===== src/rtl/scadere_pkg.sv =====
// Shared defaults and FSM encoding for the slice-serial subtractor.
package scadere_pkg;

  localparam int DEF_WIDTH  = 16;
  localparam int DEF_SLICE  = 4;
  localparam int DEF_NSLICE = DEF_WIDTH / DEF_SLICE;

  // 2'd3 is unreachable; the FSM treats it as IDLE.
  typedef enum logic [1:0] {
    ST_IDLE = 2'd0,
    ST_RUN  = 2'd1,
    ST_DONE = 2'd2
  } state_e;

endpackage


===== src/rtl/scadere_secventiala_scade4.sv =====
// Combinational narrow subtract slice: diff = a - b - bin, bout = 1 when a < b + bin.
module scade4 #(
  parameter int W = 4
) (
  input  logic [W-1:0] a,
  input  logic [W-1:0] b,
  input  logic         bin,
  output logic [W-1:0] diff,
  output logic         bout
);

  logic [W:0] res;

  // The extra top bit goes to 1 exactly when the slice result is negative.
  assign res  = {1'b0, a} - {1'b0, b} - {{W{1'b0}}, bin};
  assign diff = res[W-1:0];
  assign bout = res[W];

endmodule


===== src/rtl/scadere_secventiala.sv =====
// Slice-serial subtractor: d = x - y - b0, one SLICE-wide chunk per clock, LSB chunk first.
module scadere_secventiala
  import scadere_pkg::*;
#(
  parameter int WIDTH = DEF_WIDTH,
  parameter int SLICE = DEF_SLICE
) (
  input  logic             clk,
  input  logic             rst,
  input  logic             start,
  input  logic [WIDTH-1:0] x,
  input  logic [WIDTH-1:0] y,
  input  logic             b0,
  output logic             busy,
  output logic             done,
  output logic [WIDTH-1:0] d,
  output logic             b_out,
  output logic             ovf
);

  localparam int NSLICE = WIDTH / SLICE;
  localparam int IDX_W  = (NSLICE > 1) ? $clog2(NSLICE) : 1;
  localparam logic [IDX_W-1:0] IDX_LAST = IDX_W'(NSLICE - 1);

  state_e             state_q, state_d;
  logic [IDX_W-1:0]   idx_q, idx_d;
  logic               borrow_q, borrow_d;
  logic [WIDTH-1:0]   xop_q, xop_d;
  logic [WIDTH-1:0]   yop_q, yop_d;
  logic [WIDTH-1:0]   work_q, work_d;
  logic [WIDTH-1:0]   d_q, d_d;
  logic               bout_q, bout_d;
  logic               ovf_q, ovf_d;

  logic [SLICE-1:0]   sl_a, sl_b, sl_diff;
  logic               sl_bout;
  logic [WIDTH-1:0]   work_nxt;

  assign sl_a = xop_q[idx_q*SLICE +: SLICE];
  assign sl_b = yop_q[idx_q*SLICE +: SLICE];

  scade4 #(.W(SLICE)) u_slice (
    .a    (sl_a),
    .b    (sl_b),
    .bin  (borrow_q),
    .diff (sl_diff),
    .bout (sl_bout)
  );

  // Work value with the current slice merged in, so the completing edge sees the full result.
  always_comb begin
    work_nxt = work_q;
    work_nxt[idx_q*SLICE +: SLICE] = sl_diff;
  end

  always_comb begin
    state_d  = state_q;
    idx_d    = idx_q;
    borrow_d = borrow_q;
    xop_d    = xop_q;
    yop_d    = yop_q;
    work_d   = work_q;
    d_d      = d_q;
    bout_d   = bout_q;
    ovf_d    = ovf_q;
    case (state_q)
      ST_RUN: begin
        work_d   = work_nxt;
        borrow_d = sl_bout;
        idx_d    = idx_q + 1'b1;
        if (idx_q == IDX_LAST) begin
          state_d = ST_DONE;
          idx_d   = '0;
          d_d     = work_nxt;
          bout_d  = sl_bout;
          ovf_d   = (xop_q[WIDTH-1] != yop_q[WIDTH-1]) &&
                    (work_nxt[WIDTH-1] != xop_q[WIDTH-1]);
        end
      end
      default: begin
        // IDLE, DONE and the unused code all accept a new request here.
        state_d = ST_IDLE;
        if (start) begin
          state_d  = ST_RUN;
          xop_d    = x;
          yop_d    = y;
          borrow_d = b0;
          idx_d    = '0;
        end
      end
    endcase
  end

  always_ff @(posedge clk or posedge rst) begin
    if (rst) begin
      state_q  <= ST_IDLE;
      idx_q    <= '0;
      borrow_q <= 1'b0;
      xop_q    <= '0;
      yop_q    <= '0;
      work_q   <= '0;
      d_q      <= '0;
      bout_q   <= 1'b0;
      ovf_q    <= 1'b0;
    end else begin
      state_q  <= state_d;
      idx_q    <= idx_d;
      borrow_q <= borrow_d;
      xop_q    <= xop_d;
      yop_q    <= yop_d;
      work_q   <= work_d;
      d_q      <= d_d;
      bout_q   <= bout_d;
      ovf_q    <= ovf_d;
    end
  end

  assign busy  = (state_q == ST_RUN);
  assign done  = (state_q == ST_DONE);
  assign d     = d_q;
  assign b_out = bout_q;
  assign ovf   = ovf_q;

endmodule


===== config.mk =====
export PLATFORM = sky130hd
export DESIGN_NAME = scadere_secventiala
export DESIGN_NICKNAME = d
export VERILOG_FILES = /design/src/rtl/scadere_pkg.sv /design/src/rtl/scadere_secventiala_scade4.sv /design/src/rtl/scadere_secventiala.sv
export SDC_FILE = /design/constraint.sdc
export NUM_CORES = 1
export LEC_CHECK = 0
export CAP_MARGIN = 20
export CORE_UTILIZATION = 30
export CTS_CLUSTER_DIAMETER = 60
export CTS_CLUSTER_SIZE = 40
export DETAILED_ROUTE_END_ITERATION = 10
export PLACE_DENSITY = 0.6
export SETUP_SLACK_MARGIN = 0.1
export SLEW_MARGIN = 15
export SYNTH_ARGS = -nofsm -noshare
export SYNTH_HDL_FRONTEND = slang
export SYNTH_SLANG_ARGS = --single-unit

===== constraint.sdc =====
create_clock -name clk -period 3.9 [get_ports clk]
set_input_delay 0.585 -clock clk [delete_from_list [all_inputs] [get_ports clk]]
set_output_delay 0.585 -clock clk [all_outputs]
set_load 0.02 [all_outputs]

==> results of run 1 <==
==> final cells by class <==
| class | count | area, µm² | share of cell area |
|---|---|---|---|
| sequential | 71 | 1780 | 0.418 |
| multi-input combinational | 156 | 1400 | 0.329 |
| timing repair buffer | 60 | 588 | 0.138 |
| tap | 136 | 170 | 0.0400 |
| clock buffer | 11 | 151 | 0.0356 |
| clock inverter | 5 | 104 | 0.0244 |
| inverter | 17 | 63.8 | 0.0150 |
==> per-stage QoR <==
| step | utilization | area (µm²) | instances |
|---|---|---|---|
| 2_1_floorplan | - | 3290 | 256 |
| 3_3_place_gp | 0.382 | 4000 | 440 |
| 3_5_place_dp | 0.382 | 4000 | 440 |
| 4_1_cts | 0.407 | 4260 | 456 |
| 5_1_grt | 0.407 | 4260 | 456 |
| 6_report | 0.407 | 4260 | 456 |
==> kinds of logic after synthesis <==
| group | share of synthesized area |
|---|---|
| xor gates and xnor gates | 0.0103 |
| and+or+nand+nor | 0.0828 |
| DFF | 0.539 |
| muxes | 0.172 |
| AOI/OAI and AO/OA | 0.110 |
| adders and majority gates | 0.0501 |
| buffers and inverters | 0.0353 |
==> cell usage after synthesis <==
library cell / count
mux4_1: 7
xnor2_1: 1
nor3_1: 2
nor4b_1: 2
o31ai_1: 2
a22o_1: 4
buf_6: 1
xnor2_2: 1
dfrtp_1: 71
a21oi_4: 1
fa_1: 2
nor2_1: 34
a221oi_1: 15
clkbuf_1: 5
nand2_1: 14
and2_1: 1
buf_1: 6
mux2_2: 32
o211a_1: 1
a21oi_1: 3
a32o_1: 11
o21ai_1: 1
nand2b_1: 3
nor4b_2: 1
a221o_1: 1
a41o_1: 1
nor2b_1: 2
mux4_2: 1
nor4_2: 1
inv_1: 16
o21ai_0: 1
ha_1: 10
xor2_1: 1
inv_2: 1
==> routing by layer <==
| metal | up-vias | routed length [µm] | GRT usage |
|---|---|---|---|
| met5 | - | 0 | 0 |
| met3 | 10 | 341 | 0.0426 |
| met1 | 1147 | 3100 | 0.170 |
| li1 | 1060 | - | - |
| met2 | 57 | 3400 | 0.213 |
| met4 | 0 | 104 | 0.0509 |
==> critical path, delay by kind of cell, from the launching register on <==
| family | cells | cell delay (ps) |
|---|---|---|
| adder cells (fa/ha/maj) | 2 | 880 |
| multiplexers | 1 | 620 |
| flip-flops | 1 | 500 |
| XOR/XNOR | 1 | 400 |
| AND/OR/NAND/NOR | 1 | 270 |
| AO/OA/AOI/OAI | 1 | 160 |
==> worst max-delay path by stage <==
stage	startpoint	end	cells past startpoint
2_1_floorplan	idx_q[0]	ovf	9
3_3_place_gp	idx_q[0]	ovf	10
3_5_place_dp	idx_q[0]	ovf	7
4_1_cts	idx_q[0]	ovf	10
5_1_grt	idx_q[0]	work_q[6]	6
6_report	idx_q[0]	work_q[6]	6
==> where the power goes <==
| part | internal [mW] | total [mW] | switching, mW |
|---|---|---|---|
| registers | 1.09 | 1.30 | 0.210 |
| clock network | 0.460 | 0.740 | 0.280 |
| logic | 1.05 | 2.37 | 1.32 |
==> sequential cells by signal, indices dropped and copies added, names as in the netlist, 2 cells and up <==
register  count
xop_q        16
d            16
yop_q        16
state_q       2
work_q       16
idx_q         2
==> run metrics, run 1 <==
# Post-CTS Setup Buffers 0; Antenna diodes 0; Final ANT Viol Nets 0; via count 2274; GRT Overall Usage 0.134; cell mode on critical path fa_1; register area share after synthesis 0.539; final worst setup slack 1000 ps; crit path DAT 3190 ps; hpwl dp 5070 µm; Final Hold Slack 498 ps; Distinct cells, synth 34; CTS tree done; vias per cell 4.99; synthesis-stage register bit count 71; Synth Warn # 0; RSZ-0062 raised after global routing false; pin count of the biggest net entering global routing 33; most common cell after layout, fill and taps aside dfrtp_1; reg-to-reg startpoint idx_q[0]; Setup Viol. Count Final 0; Final #Nets 363; CTS max path bufs 2; DR pass1 iterations 4; CP max-delay cell mux4_1; CTS Hold Buffers Added 0; Root Buffer clkbuf_8; H-tree levels 3; Hold Path Sink work_q[0]; first-pass GRT wire length 11600 µm; PortBufs 55; required time of the critical path 4190 ps; synthesis-to-layout area growth 29.2%; initial antenna violation count 0; Total Power 4.41 mW; Row Count 37; layout cells sized above 1 0.188; final slew viol count 0; DP Worst Slack 995 ps; Largest stage delay, worst path 620 ps; Ports 56; WHS Path Cells 1; core area 10500 µm²; CTS Sinks 71; Hold Crit Class flip-flop to flip-flop; worst-case clock skew 10.8 ps; Synth area leader dfrtp_1; Remaining Overflow, GRT 0; PD cells 1040 nW/µm²; clk_lat worst skew 350 ps; DRT iter0 DRCs 106; Startpoint Class flip-flop; Crit Path Class flip-flop to flip-flop; setup_tns 0 ps; vias in the first global route 2337; cts bufs inserted 9; Peak Freq 0.345 GHz; Yosys top cell area share 0.539; Worst Max-Slew Pin Slew 876 ps; Mapped Area 3290 µm²; hold path start work_q[0]; most frequent cells in the layout dfrtp_1 (71), clkdlybuf4s50_1 (55), nor2_1 (34); max_slew headroom 0.411; Gate Count Post-Synth 256; post-route minimum period 2900 ps; r2r endpoint work_q[6]; top post-synthesis cells by area dfrtp_1 (54%), mux2_2 (11%), mux4_1 (5.6%); wire length per cell 15.2 µm; Max Cap Viol 0; outcome completed; Filler cells 1061; DRC viols 0; syn_area_per_cell 12.9 µm²; Clock transition at path regs 70 ps; final wirelength 6940 µm; critical path cell sequence mux4_1, fa_1, fa_1, xor2_1, and2_1, a22o_1; Die H 107 µm; GP Congestion 0.755; Reg2Reg Depth 6; R2R setup slack 1000 ps; DIE AREA 11400 µm²; Hold Violations, Final 0; DIE WIDTH 107 µm; Resized Gates After CTS 0; fin crit share 0.744; critical path endpoint category flip-flop; Syn Nets 304; Lkg Pwr 1.85 nW; Max VDD drop 0.561 mV; Starting Density 0.315; CP Max Fanout 7
(Power assumes the default switching activity.)
==> run 2, diff against run 1 <==
- clock period: 3.9 -> 2.7 ns (I/O delays scaled with it)
==> run 2 against run 1 <==
Count of clock-buffer cells in the layout unchanged. First-iteration DRC count is 53% lower. Critical path depth rose by 4. Final area increased by 2.8%. Maximum frequency is 12% higher. Clock skew is 3.1 ps lower. Cell count grew 2.2%. Die area stayed put. Critical endpoint is now ovf. Highest routed layer unchanged.
==> run metrics, run 2 (synthesis results as in run 1) <==
Ports 56 (unchanged); most frequent cells in the layout dfrtp_1 (70), clkdlybuf4s50_1 (55), nor2_1 (34) (was dfrtp_1 (71), clkdlybuf4s50_1 (55), nor2_1 (34)); CTS max path bufs 2 (unchanged); Final ANT Viol Nets 0 (unchanged); worst-case clock skew 7.75 ps (was 10.8 ps); DRC viols 0 (unchanged); pin count of the biggest net entering global routing 40 (was 33); DIE WIDTH 107 µm (unchanged); required time of the critical path 2930 ps (was 4190 ps); DRT iter0 DRCs 50 (was 106); Largest stage delay, worst path 450 ps (was 620 ps); Row Count 37 (unchanged); Hold Crit Class input port to async pin (was flip-flop to flip-flop); GP Congestion 0.753 (was 0.755); Clock transition at path regs 80 ps (was 70 ps); CP Max Fanout 8 (was 7); reg-to-reg startpoint idx_q[0] (unchanged); Antenna diodes 0 (unchanged); vias per cell 4.82 (was 4.99); final wirelength 7000 µm (was 6940 µm); Remaining Overflow, GRT 0 (unchanged); Layout Utilization 0.418 (was 0.407); Root Buffer clkbuf_8 (unchanged); DR pass1 iterations 4 (unchanged); CTS tree done (unchanged); clk_lat worst skew 350 ps (about the same); core area 10500 µm² (unchanged); vias in the first global route 2336 (was 2337); synthesis-to-layout area growth 32.7% (was 29.2%); final slew viol count 0 (unchanged); Worst Max-Slew Pin Slew 508 ps (was 876 ps); Filler cells 1035 (was 1061); cts bufs inserted 9 (unchanged); max_slew headroom 0.661 (was 0.411); Max Cap Viol 0 (unchanged); critical path cell sequence buf_4, mux4_1, inv_1, fa_2, ha_4, nand2b_4, a21oi_4, xnor2_4, a221o_1, a41o_1 (was mux4_1, fa_1, fa_1, xor2_1, and2_1, a22o_1); GRT Overall Usage 0.135 (was 0.134); critical path endpoint category flip-flop (unchanged); Die H 107 µm (unchanged); CTS Sinks 71 (unchanged); Setup crit start idx_q[0] (unchanged); setup_tns 0 ps (unchanged); Final #Nets 373 (was 363); wire length per cell 15.0 µm (was 15.2 µm); Hold Violations, Final 0 (unchanged); Startpoint Class flip-flop (unchanged); Peak Freq 0.386 GHz (was 0.345 GHz); crit path DAT 2820 ps (was 3190 ps); Crit Path Class flip-flop to flip-flop (unchanged); first-pass GRT wire length 11600 µm (about the same); Final Hold Slack 476 ps (was 498 ps); PortBufs 55 (unchanged); R2R setup slack 110 ps (was 1000 ps); most common cell after layout, fill and taps aside dfrtp_1 (unchanged); RSZ-0062 raised after global routing true (was false); CP top delay family compound AO/OA/AOI/OAI gates (was adder cells); CP max-delay cell dfrtp_2 (was mux4_1); Setup Viol. Count Final 0 (unchanged); via count 2248 (was 2274); outcome completed (unchanged); post-route minimum period 2590 ps (was 2900 ps); hpwl dp 5050 µm (was 5070 µm); layout cells sized above 1 0.248 (was 0.188); fin crit share 0.960 (was 0.744); initial antenna violation count 0 (unchanged); DIE AREA 11400 µm² (unchanged); Buf/Inv on CP 2 (was 0); H-tree levels 3 (unchanged); Starting Density 0.315 (unchanged)
## run 2: worst register-to-register path: cells and delay by family (launching register included)
family,cells,cell delay [ps]
AOI/OAI and AO/OA,3,670
adders and majority gates,2,580
DFF,1,450
muxes,1,320
buffers and inverters,2,200
and+or+nand+nor,1,140
xor gates and xnor gates,1,130
## run 2: final timing paths
path,to,cells after the start
worst max-delay path,ovf,10
worst min-delay path,xop_q[9],3
worst max register to register,ovf,10
worst min register to register,work_q[15],2
max in group asynchronous,yop_q[15],3
min in group clk,work_q[15],2
## run 2: timing repair
action,CTS,global route
buffers inserted,2,0
gates resized for setup,4,5
pin swaps,3,3
endpoints found under the setup margin,5,13
hold buffers,0,0
## run 2: cell type report
| cell class | count | area [µm²] | share of cell area |
|---|---|---|---|
| clock buffers | 11 | 151 | 0.0346 |
| clock inverters | 5 | 80.1 | 0.0183 |
| inverters | 17 | 63.8 | 0.0146 |
| multi-input cells | 156 | 1470 | 0.335 |
| flip-flops and latches | 71 | 1780 | 0.407 |
| well taps | 136 | 170 | 0.0389 |
| repair buffers | 70 | 663 | 0.152 |
## run 2: per-stage QoR
stage | setup slack [ps] | std cells | cell area (µm²)
3_5_place_dp | 22.5 | 448 | 4070
5_1_grt | 15.3 | 466 | 4370
4_1_cts | 75.8 | 466 | 4350
2_1_floorplan | 61.7 | 256 | 3310
6_report | 108 | 466 | 4370
3_3_place_gp | 114 | 448 | 4070
## run 2: metal layers
| metal | global-route usage | wire (µm) | vias to the layer above |
|---|---|---|---|
| li1 | - | - | 1073 |
| met1 | 0.173 | 3180 | 1104 |
| met2 | 0.219 | 3400 | 63 |
| met3 | 0.0444 | 357 | 8 |
| met4 | 0.0333 | 63 | 0 |
| met5 | 0 | 0 | - |
Power of run 2 is left out: the tool's default activity adds up to more than one toggle a clock period on the data nets, which glitch-free logic cannot reach.
